[src/rtl/median_search_ctrl.sv]
// Median sequencer: binary search over ADC codes, one bit per pass over the window.
// Each pass streams the window into an external searcher and keeps the bit if its verdict is true.
module median_search_ctrl #(
    parameter int ADC_WIDTH       = 14,
    parameter int MAX_WINDOW_SIZE = 1024,
    localparam int MAX_WINDOW_LOG = $clog2(MAX_WINDOW_SIZE)
) (
    input  logic                      clk,
    input  logic                      reset,
    input  logic                      start,
    input  logic [MAX_WINDOW_LOG-1:0] window_size_cfg,
    output logic                      busy,
    output logic                      done,
    output logic [ADC_WIDTH-1:0]      median_o,
    output logic                      rd_en,
    output logic [MAX_WINDOW_LOG-1:0] rd_addr,
    input  logic [ADC_WIDTH-1:0]      rd_data,
    output logic [ADC_WIDTH-1:0]      srch_median_o,
    output logic [ADC_WIDTH-1:0]      srch_detail_o,
    output logic                      srch_reset_o,
    input  logic                      srch_a_or_b_i
);

    localparam int BIT_W = $clog2(ADC_WIDTH);
    localparam logic [MAX_WINDOW_LOG:0] CNT_ONE  = (MAX_WINDOW_LOG+1)'(1);
    localparam logic [MAX_WINDOW_LOG:0] CNT_FULL = (MAX_WINDOW_LOG+1)'(MAX_WINDOW_SIZE);
    localparam logic [ADC_WIDTH-1:0]    MASK_ONE = ADC_WIDTH'(1);

    typedef enum logic [2:0] {
        IDLE,
        SETUP,
        STREAM,
        LATCH,
        DECIDE,
        DONE
    } state_t;

    state_t                  state_q, state_d;
    logic [MAX_WINDOW_LOG:0] n_q, n_d;
    logic [MAX_WINDOW_LOG:0] cnt_q, cnt_d;
    logic [BIT_W-1:0]        bit_idx_q, bit_idx_d;
    logic [ADC_WIDTH-1:0]    result_q, result_d;
    logic [ADC_WIDTH-1:0]    median_q, median_d;
    logic [ADC_WIDTH-1:0]    cand_q, cand_d;
    logic [ADC_WIDTH-1:0]    bit_mask;
    logic [MAX_WINDOW_LOG:0] nxt_addr;

    always_ff @(posedge clk) begin
        if (reset) begin
            state_q   <= IDLE;
            n_q       <= '0;
            cnt_q     <= '0;
            bit_idx_q <= '0;
            result_q  <= '0;
            median_q  <= '0;
            cand_q    <= '0;
        end else begin
            state_q   <= state_d;
            n_q       <= n_d;
            cnt_q     <= cnt_d;
            bit_idx_q <= bit_idx_d;
            result_q  <= result_d;
            median_q  <= median_d;
            cand_q    <= cand_d;
        end
    end

    assign bit_mask      = MASK_ONE << bit_idx_q;
    assign nxt_addr      = cnt_q + CNT_ONE;
    assign median_o      = median_q;
    assign srch_median_o = cand_q;

    always_comb begin
        state_d       = state_q;
        n_d           = n_q;
        cnt_d         = cnt_q;
        bit_idx_d     = bit_idx_q;
        result_d      = result_q;
        median_d      = median_q;
        cand_d        = cand_q;
        busy          = 1'b1;
        done          = 1'b0;
        rd_en         = 1'b0;
        rd_addr       = '0;
        srch_detail_o = '0;
        srch_reset_o  = 1'b1;

        case (state_q)
            IDLE: begin
                busy = 1'b0;
                if (start) begin
                    n_d       = (window_size_cfg == '0) ? CNT_FULL : {1'b0, window_size_cfg};
                    bit_idx_d = BIT_W'(ADC_WIDTH - 1);
                    result_d  = '0;
                    cand_d    = MASK_ONE << (ADC_WIDTH - 1);
                    state_d   = SETUP;
                end
            end
            SETUP: begin
                rd_en   = 1'b1;
                cnt_d   = '0;
                state_d = STREAM;
            end
            STREAM: begin
                // cnt_q is the sample currently on rd_data; prefetch the next one if it exists
                srch_reset_o  = 1'b0;
                srch_detail_o = rd_data;
                cnt_d         = nxt_addr;
                if (nxt_addr < n_q) begin
                    rd_en   = 1'b1;
                    rd_addr = nxt_addr[MAX_WINDOW_LOG-1:0];
                end
                if (cnt_q == n_q - CNT_ONE) begin
                    state_d = LATCH;
                end
            end
            LATCH: begin
                state_d = DECIDE;
            end
            DECIDE: begin
                if (srch_a_or_b_i) begin
                    result_d = result_q | bit_mask;
                end
                if (bit_idx_q == '0) begin
                    median_d = result_d;
                    state_d  = DONE;
                end else begin
                    bit_idx_d = bit_idx_q - BIT_W'(1);
                    cand_d    = result_d | (bit_mask >> 1);
                    state_d   = SETUP;
                end
            end
            DONE: begin
                done    = 1'b1;
                state_d = IDLE;
            end
            default: begin
                state_d = IDLE;
            end
        endcase
    end

endmodule

[config.mk]
export PLATFORM = sky130hd
export DESIGN_NAME = median_search_ctrl
export DESIGN_NICKNAME = d
export VERILOG_FILES = /design/src/rtl/median_search_ctrl.sv
export SDC_FILE = /design/constraint.sdc
export NUM_CORES = 1
export LEC_CHECK = 0
export CAP_MARGIN = 20
export CORE_MARGIN = 4
export CORE_UTILIZATION = 55
export DETAILED_ROUTE_END_ITERATION = 8
export PLACE_DENSITY_LB_ADDON = 0.08
export SLEW_MARGIN = 10
export SYNTH_ARGS = -nofsm -noshare
export SYNTH_HDL_FRONTEND = slang
export SYNTH_SLANG_ARGS = --single-unit
[constraint.sdc]
create_clock -name clk -period 5.8 [get_ports clk]
set_input_delay 1.16 -clock clk [delete_from_list [all_inputs] [get_ports clk]]
set_output_delay 1.16 -clock clk [all_outputs]
set_load 0.02 [all_outputs]
==> summary.md, run 1 <==
| Metric | Value |
|---|---|
| Status | `finished clean` |
| CTS Hold Buffers Added | `0` |
| CTS H-tree depth | `3` |
| Fmax | `between 0.2 and 0.25 GHz` |
| Post-synthesis register bit count | `71` |
| Yosys cell types | `48` |
| Setup tns final | `0 ns` |
| Area grow syn2layout | `26.0%` |
| Die width | `91.6 µm` |
| Yosys warns | `0` |
| Pwr/cell area | `between 200 and 250 nW/µm²` |
| Core box area | `6790 µm²` |
| Final hold slack | `0.457 ns` |
| Slew Limit Fails | `0` |
| Syn_nets | `541` |
| CTS tree | `yes` |
| EDFF count, synth | `0` |
| Cts bufs inserted | `9` |
| Most frequent cells in the layout | `nor2_1, clkdlybuf4s50_1, dfxtp_1` |
| DP HPWL | `7380 µm` |
| Final WL | `about 10000 µm` |
| Synth area leader | `dfxtp_1` |
| Post CTS Setup Buffer Count | `0` |
| Nets | `605` |
| Via count of the routed design | `3703` |
| CP required | `4.64 ns` |
| Vias in the first global route | `3624` |
| Syn avg cell area | `7.77 µm²` |
| Cell count after synthesis | `a little under 500` |
| Fin util | `71.3%` |
| Arrival time worst endpoint | `3.54 ns` |
| Crit-path max FO | `11` |
| Total clock sinks | `between 70 and 80` |
| Most used DFF post-synth | `dfxtp_1` |
| RSZ-0062 raised after global routing | `no` |
| Final GP Congestion | `around 0.9` |
| Final setup violation count | `0` |
| Resized Gates After CTS | `0` |
| Peak VDD IR | `175 µV` |
| Minimum clock period | `about 4.7 ns` |
| Setup crit end | `rd_addr[8]` |
| CP Launch Point | `cnt_q[0]` |
| Worst skew pair latency | `0.34 ns` |
| Final Cycle Share | `81.0%` |
| Static leakage | `0.00179 µW` |
| CTS root buffer | `clkbuf_8` |
| R2r worst-path depth | `8` |
| CP Class | `flop to output port` |
| # diodes | `0` |
| Largest net degree at the start of global routing | `72` |
| IO Port Bufs | `just over 80` |
| Reg2reg start | `bit_idx_q[0]` |
| Antenna viol nets, final | `0` |
| Share of the synthesized area in the top cell type | `between 30% and 40%` |
| Final hold vios | `0` |
| CTS Buffer Depth | `2` |
| Clk_skew | `about 0.01 ns` |
| Site row count | `30` |
| GRT Util Overall | `24.9%` |
| # DRC | `0` |
| Drt first pass iters | `4` |
| Final Power | `1190 µW` |
| Type of origin of the critical path | `flop` |
| RR Endpoint | `srch_median_o[4]` |
| Initial antenna violation count | `0` |
| Register area share after synthesis | `37.0%` |
| # IOs | `84` |
| Commonest non-fill, non-tap cell in the layout | `nor2_1` |
| Die H | `roughly 90 µm` |
| Max cap viols | `0` |
| CP Capture Type | `output port` |
| Actual slew at the worst max-slew pin | `0.943 ns` |
| Overflow after GRT | `0` |
| FF-to-FF setup slack | `3.23 ns` |
| Reg clk slew, reported paths | `0.07 ns` |
| Initial Utilization | `a little under three fifths` |
| Hold WC Path Type | `flop to flop` |
| Vias per cell | `around 5.6` |
| Die ar. | `8390 µm²` |
| Post-synth design cell area | `just under 4000 µm²` |
| DRT iter0 DRCs | `251` |
| DR WL/cell | `roughly 15 µm` |
| Top post-synthesis cells by area | `dfxtp_1, nor2_1, ha_1` |
| Share of cells above drive strength 1 | `5.14%` |
| Worst slew margin | `37.0%` |
| Wire length of the first global-routing pass | `17200 µm` |
| Ys async rst share | `0%` |
| Fill count | `550` |
## state kept, by name, indices dropped and copies added (netlist names)
signal         count
state_q            3
result_q          14
n_q               11
cnt_q             11
bit_idx_q          4
srch_median_o     14
median_o          14
## worst max-delay path, cell delays in order (launching register included)
cell and delay [ns]:
dfxtp_1 0.46, ha_1 0.25, nand2_1 0.07, nor2_1 0.28
nand3_1 0.19, xnor2_1 0.22, ha_1 0.27, a21oi_1 0.13
nor2b_1 0.06, o21ai_0 0.13, nand2_1 0.23, nor3b_1 0.27
clkdlybuf4s50_1 0.64
## report_power, final
group,internal [µW],total (µW),switching [µW]
combinational,127,300,173
clock,166,351,185
sequential,504,536,32.0
total,797,1190,390
## how the worst min path moves through the flow
| stage | end | from | depth (start not counted) |
|---|---|---|---|
| floorplan | result_q[12] | result_q[12] | 2 |
| global placement | srch_median_o[4] | srch_median_o[4] | 2 |
| detailed placement | srch_median_o[8] | srch_median_o[8] | 2 |
| CTS | srch_median_o[8] | srch_median_o[8] | 2 |
| global route | srch_median_o[1] | srch_median_o[1] | 2 |
| finish | srch_median_o[9] | srch_median_o[9] | 2 |
## per-layer routing
metal	wire, µm	global-route usage, %	up-vias
li1	-	-	1826
met1	4030	29.1	1743
met2	5250	45.0	110
met3	511	4.68	24
met4	263	9.30	0
met5	0	0	-
## cells by family (layout without fill, tap and decap cells)
| family | Yosys count | after routing | synth area share (%) |
|---|---|---|---|
| flip-flops | 71 | 71 | 37.0 |
| buffers and inverters | 53 | 122 | 5.89 |
| XOR/XNOR | 26 | 26 | 5.92 |
| AND/OR/NAND/NOR | 218 | 218 | 27.0 |
| AO/OA/AOI/OAI | 109 | 109 | 18.3 |
| adder cells (fa/ha/maj) | 18 | 18 | 5.86 |
## cell type report
cell class	count	area, µm²	share of cell area [%]
sequential	71	1420	29.3
tap	96	120	2.48
inverter	18	67.6	1.39
clock buffer	11	141	2.92
multi-input combinational	371	2200	45.4
clock inverter	5	33.8	0.697
timing repair buffer	88	863	17.8
## synthesized netlist by cell type (6+ instances only)
master,number
nand2_1,47
a22oi_1,23
nand3_1,9
a21oi_1,35
clkbuf_1,25
buf_2,7
xor2_1,10
nor2b_1,7
o21ai_0,19
a211oi_1,9
xnor2_1,16
nand4_1,6
nor3_1,23
ha_1,18
and2_1,17
inv_1,17
nor3b_1,9
nor2_1,84
dfxtp_1,71
## per-stage QoR
step           cells  setup slack [ns]  cell area [µm²]
2_1_floorplan    495              2.01             3840
3_3_place_gp     643              1.58             4660
3_5_place_dp     643              1.45             4660
4_1_cts          659              1.08             4840
5_1_grt          660             0.741             4840
6_report         660              1.10             4840
(Power assumes the default switching activity.)
==> run 2, diff against run 1 <==
- CORE_UTILIZATION: 55 -> 46
- clock period: 5.8 -> 4.3 ns (I/O delays scaled with it)
==> summary.md, run 2 (synthesis gave the netlist of run 1 again) <==
| Metric | Value |
|---|---|
| Site row count | `33` |
| Final hold slack | `0.461 ns` |
| Final setup violation count | `0` |
| Die H | `99.4 µm` |
| Fmax | `0.260 GHz` |
| Hold WC Path Type | `flop to flop` |
| Worst skew pair latency | `0.36 ns` |
| Slowest-stage cell, CP | `dfxtp_1` |
| DRT iter0 DRCs | `215` |
| Cell chain of the critical path | `nand3_1 -> nor3_2 -> nand3_1 -> xnor2_1 -> ha_1 -> nor2b_1 -> o21ai_0 -> nand2_2 -> nor3b_1 -> dlymetal6s2s_1` |
| Largest net degree at the start of global routing | `55` |
| Nets | `~610` |
| # IOs | `84` |
| Die ar. | `9890 µm²` |
| Type of origin of the critical path | `flop` |
| Post CTS Setup Buffer Count | `0` |
| # DRC | `0` |
| Initial Utilization | `47.0%` |
| Arrival time worst endpoint | `2.99 ns` |
| Top Usage Layer GRT | `met2` |
| Met1 Use GR | `27.8%` |
| Final GP Congestion | `0.860` |
| Actual slew at the worst max-slew pin | `between 1 and 1.5 ns` |
| Crit-path max FO | `11` |
| Core box area | `8180 µm²` |
| Die width | `99.4 µm` |
| Vias per cell | `5.44` |
| Crit-path max cell delay | `0.45 ns` |
| CTS H-tree depth | `3` |
| Multi-input logic area | `2200 µm²` |
| Static leakage | `0.00200 µW` |
| Slew Limit Fails | `0` |
| CTS tree | `yes` |
| Pwr/cell area | `334 nW/µm²` |
| Register area | `1420 µm²` |
| Met3 Use GR | `4.98%` |
| Cts bufs inserted | `9` |
| Final WL | `between 10000 and 15000 µm` |
| Final hold vios | `0` |
| # diodes | `0` |
| DP HPWL | `roughly 7600 µm` |
| Via count of the routed design | `3646` |
| CTS Hold Buffers Added | `0` |
| Fin util | `between 60% and 70%` |
| Max cap viols | `0` |
| GR Util met2 | `35.1%` |
| Clk_skew | `about 0.0087 ns` |
| Overflow after GRT | `0` |
| Initial antenna violation count | `0` |
| Commonest non-fill, non-tap cell in the layout | `nor2_1` |
| RSZ-0062 raised after global routing | `no` |
| Worst slew margin | `32.5%` |
| Peak VDD IR | `268 µV` |
| Antenna viol nets, final | `0` |
| CP required | `3.44 ns` |
| CP Class | `flop to output port` |
| Minimum clock period | `around 3.9 ns` |
| Resized Gates After CTS | `2` |
| Wire length of the first global-routing pass | `17200 µm` |
| DR WL/cell | `around 15 µm` |
| Total clock sinks | `71` |
| Setup tns final | `0 ns` |
| Status | `finished clean` |
| Drt first pass iters | `4` |
| GRT Util Overall | `21.4%` |
| Fill count | `793` |
| Most used cell, CP | `nand3_1` |
| CTS Buffer Depth | `2` |
| Share of cells above drive strength 1 | `6.02%` |
| CP Capture Type | `output port` |
| Final Cycle Share | `89.6%` |
| CTS root buffer | `clkbuf_8` |
| Area grow syn2layout | `27.6%` |
| Reg clk slew, reported paths | `0.08 ns` |
| Vias in the first global route | `3588` |
| IO Port Bufs | `83` |
| Most frequent cells in the layout | `nor2_1, clkdlybuf4s50_1, dfxtp_1` |
[run 2: cell count changes in the layout (fill, tap and decap cells not counted), sizes merged]
cell	delta
clkbuf	-2
inv	+4
clkdlybuf4s50	-11
clkinv	-2
dlymetal6s2s	+11
buf	+1
[run 2: worst max-delay path, delay by kind of cell (launching register included)]
kind                       cells  cell delay [ns]
and+or+nand+nor                6             1.21
xor gates and xnor gates       1             0.24
adders and majority gates      1             0.29
AOI/OAI and AO/OA              1             0.19
DFF                            1             0.45
buffers and inverters          1             0.25
[run 2: layout make-up]
| class | count | area share, % |
|---|---|---|
| Multi-Input combinational cell | 371 | 44.8 |
| Tap cell | 105 | 2.68 |
| Inverter | 18 | 1.38 |
| Clock buffer | 9 | 2.52 |
| Timing Repair Buffer | 89 | 18.3 |
| Sequential cell | 71 | 29.0 |
| Clock inverter | 7 | 1.25 |
[run 2: worst paths after layout]
path	slack [ns]	to	start	cells after the start
max	0.45	rd_addr[5]	cnt_q[3]	10
max reg2reg	1.89	srch_median_o[3]	bit_idx_q[0]	7
min	0.46	srch_median_o[8]	srch_median_o[8]	2
min reg2reg	0.46	srch_median_o[8]	srch_median_o[8]	2
[run 2: through the flow]
step | total power, µW | area (µm²) | worst slack [ns] | instances
after floorplan | 1010 | 3840 | 0.807 | 495
after global placement | 1130 | 4690 | 0.413 | 654
after detailed placement | 1140 | 4690 | 0.283 | 654
after CTS | 1650 | 4880 | 0.0339 | 670
after global routing | 1720 | 4910 | 0.164 | 670
final | 1640 | 4910 | 0.449 | 670
[run 2: power by group]
group          switching (µW)  total (µW)  internal [µW]
registers                43.8         723            679
logic                     232         404            172
clock network             294         514            220
total                     570        1640           1070
[run 2: layer usage]
layer | vias up | part of all wire, %
met4 | 0 | 1.2
met2 | 97 | 48
met3 | 10 | 6.2
li1 | 1829 | -
met1 | 1710 | 45
met5 | - | 0
==> run 3, diff against run 2 <==
- SETUP_SLACK_MARGIN: not set -> 0.3
==> summary.md, run 3 (synthesis gave the netlist of run 1 again) <==
| Metric | Value |
|---|---|
| Final hold vios | `0` |
| Hold Startpoint | `srch_median_o[8]` |
| Pwr/cell area | `around 340 nW/µm²` |
| Core box area | `8180 µm²` |
| Die H | `between 90 and 100 µm` |
| # diodes | `0` |
| Initial antenna violation count | `0` |
| CP Class | `flop to output port` |
| Final WL | `between 10000 and 15000 µm` |
| DP HPWL | `7600 µm` |
| # DRC | `0` |
| # IOs | `84` |
| Die width | `just under 100 µm` |
| Worst slew margin | `about a third` |
| Worst skew pair latency | `roughly 0.36 ns` |
| Via count of the routed design | `3689` |
| Reg clk slew, reported paths | `roughly 0.080 ns` |
| Area grow syn2layout | `27.2%` |
| Reg2reg start | `bit_idx_q[0]` |
| Clk_skew | `~0.0076 ns` |
| Setup crit end | `rd_addr[8]` |
| Antenna viol nets, final | `0` |
| Largest net degree at the start of global routing | `55` |
| CTS Buffer Depth | `2` |
| Arrival time worst endpoint | `2.94 ns` |
| Die ar. | `~9900 µm²` |
| Vias in the first global route | `3586` |
| DRT iter0 DRCs | `roughly 190` |
| Cts bufs inserted | `9` |
| RSZ-0062 raised after global routing | `yes` |
| Setup tns final | `0 ns` |
| Final Power | `1650 µW` |
| Overflow after GRT | `0` |
| RR Endpoint | `srch_median_o[3]` |
| CP required | `approximately 3.4 ns` |
| Peak VDD IR | `266 µV` |
| CTS H-tree depth | `3` |
| Crit-path max FO | `7` |
| Final GP Congestion | `0.860` |
| Nets | `610` |
| Site row count | `33` |
| IO Port Bufs | `83` |
| Fmax | `~0.26 GHz` |
| Wire length of the first global-routing pass | `17200 µm` |
| Commonest non-fill, non-tap cell in the layout | `nor2_1` |
| GRT Util Overall | `a little over a fifth` |
| Status | `finished clean` |
| Initial Utilization | `47.0%` |
| Most frequent cells in the layout | `nor2_1, clkdlybuf4s50_1, dfxtp_1` |
| CP Launch Point | `cnt_q[0]` |
| CTS root buffer | `clkbuf_8` |
| Fill count | `798` |
| CTS tree | `yes` |
| Hold WC Path Type | `flop to flop` |
| CP Capture Type | `output port` |
| Total clock sinks | `71` |
| Vias per cell | `around 5.5` |
| Max cap viols | `0` |
| R2r worst-path depth | `7` |
| Slew Limit Fails | `0` |
| FF-to-FF setup slack | `1.87 ns` |
| DR WL/cell | `15.4 µm` |
| Drt first pass iters | `4` |
| Final setup violation count | `0` |
| Actual slew at the worst max-slew pin | `1.01 ns` |
| Static leakage | `0.00186 µW` |
| Minimum clock period | `3.80 ns` |
| Final Cycle Share | `88.3%` |
| Type of origin of the critical path | `flop` |
| Share of cells above drive strength 1 | `9.67%` |
==> run 3: critical path, cell delays in order (launching register included) <==
cell,delay [ns]
dfxtp_2,0.40
ha_1,0.22
nand2_1,0.06
nor2_1,0.14
nand3_1,0.19
xnor2_2,0.19
ha_1,0.30
a21oi_1,0.14
nor2b_1,0.07
o21ai_2,0.19
nand2_2,0.15
buf_4,0.17
nor3b_2,0.16
clkbuf_2,0.18
==> run 3: stage by stage <==
stage	cell area (µm²)	instances	utilization, %	setup slack (ns)	hold slack (ns)
after global routing	4890	674	59.8	0.269	0.479
after floorplan	3840	495	-	0.807	0.455
after detailed placement	4690	654	57.3	0.283	0.444
after global placement	4690	654	57.3	0.413	0.442
after CTS	4870	670	59.6	0.347	0.463
final	4890	674	59.8	0.504	0.461
==> run 3: routing by layer <==
metal / GRT usage [%] / up-vias / part of all wire [%]
li1: - / 1841 / -
met1: 27.9 / 1735 / 45
met2: 35.1 / 103 / 48
met3: 4.98 / 10 / 6.0
met4: 6.72 / 0 / 1.3
met5: 0 / - / 0
==> run 3: worst min path at each step <==
stage                       endpoint  slack, ns  cells after the start
global placement    srch_median_o[3]       0.44                      2
floorplan               result_q[12]       0.46                      2
finish              srch_median_o[8]       0.46                      2
global route        srch_median_o[6]       0.48                      2
CTS                 srch_median_o[6]       0.46                      2
detailed placement  srch_median_o[6]       0.44                      2
==> run 3: repair_timing <==
item                                    in CTS  in global routing
endpoints found under the hold margin        0                  0
setup buffers                                0                  3
gates cloned                                 0                  1
hold buffers                                 0                  0
endpoints found under the setup margin      11                 11
pin swaps                                    0                  1
resized for setup                           14                 39
==> run 3: cell type report <==
cell class,count,area [µm²],share of cell area [%]
clock buffer,9,124,2.53
timing repair buffer,92,842,17.2
tap,105,131,2.69
sequential,71,1430,29.2
multi-input combinational,372,2240,45.8
clock inverter,7,61.3,1.25
inverter,18,67.6,1.38
==> run 3: report_power, final <==
group / internal (µW) / switching (µW) / total (µW) / leakage [µW]
Clock: 220 / 293 / 513 / 0.0000888
Combinational: 179 / 239 / 417 / 0.00119
Sequential: 679 / 43.6 / 723 / 0.000577
Total: 1080 / 575 / 1650 / 0.00186
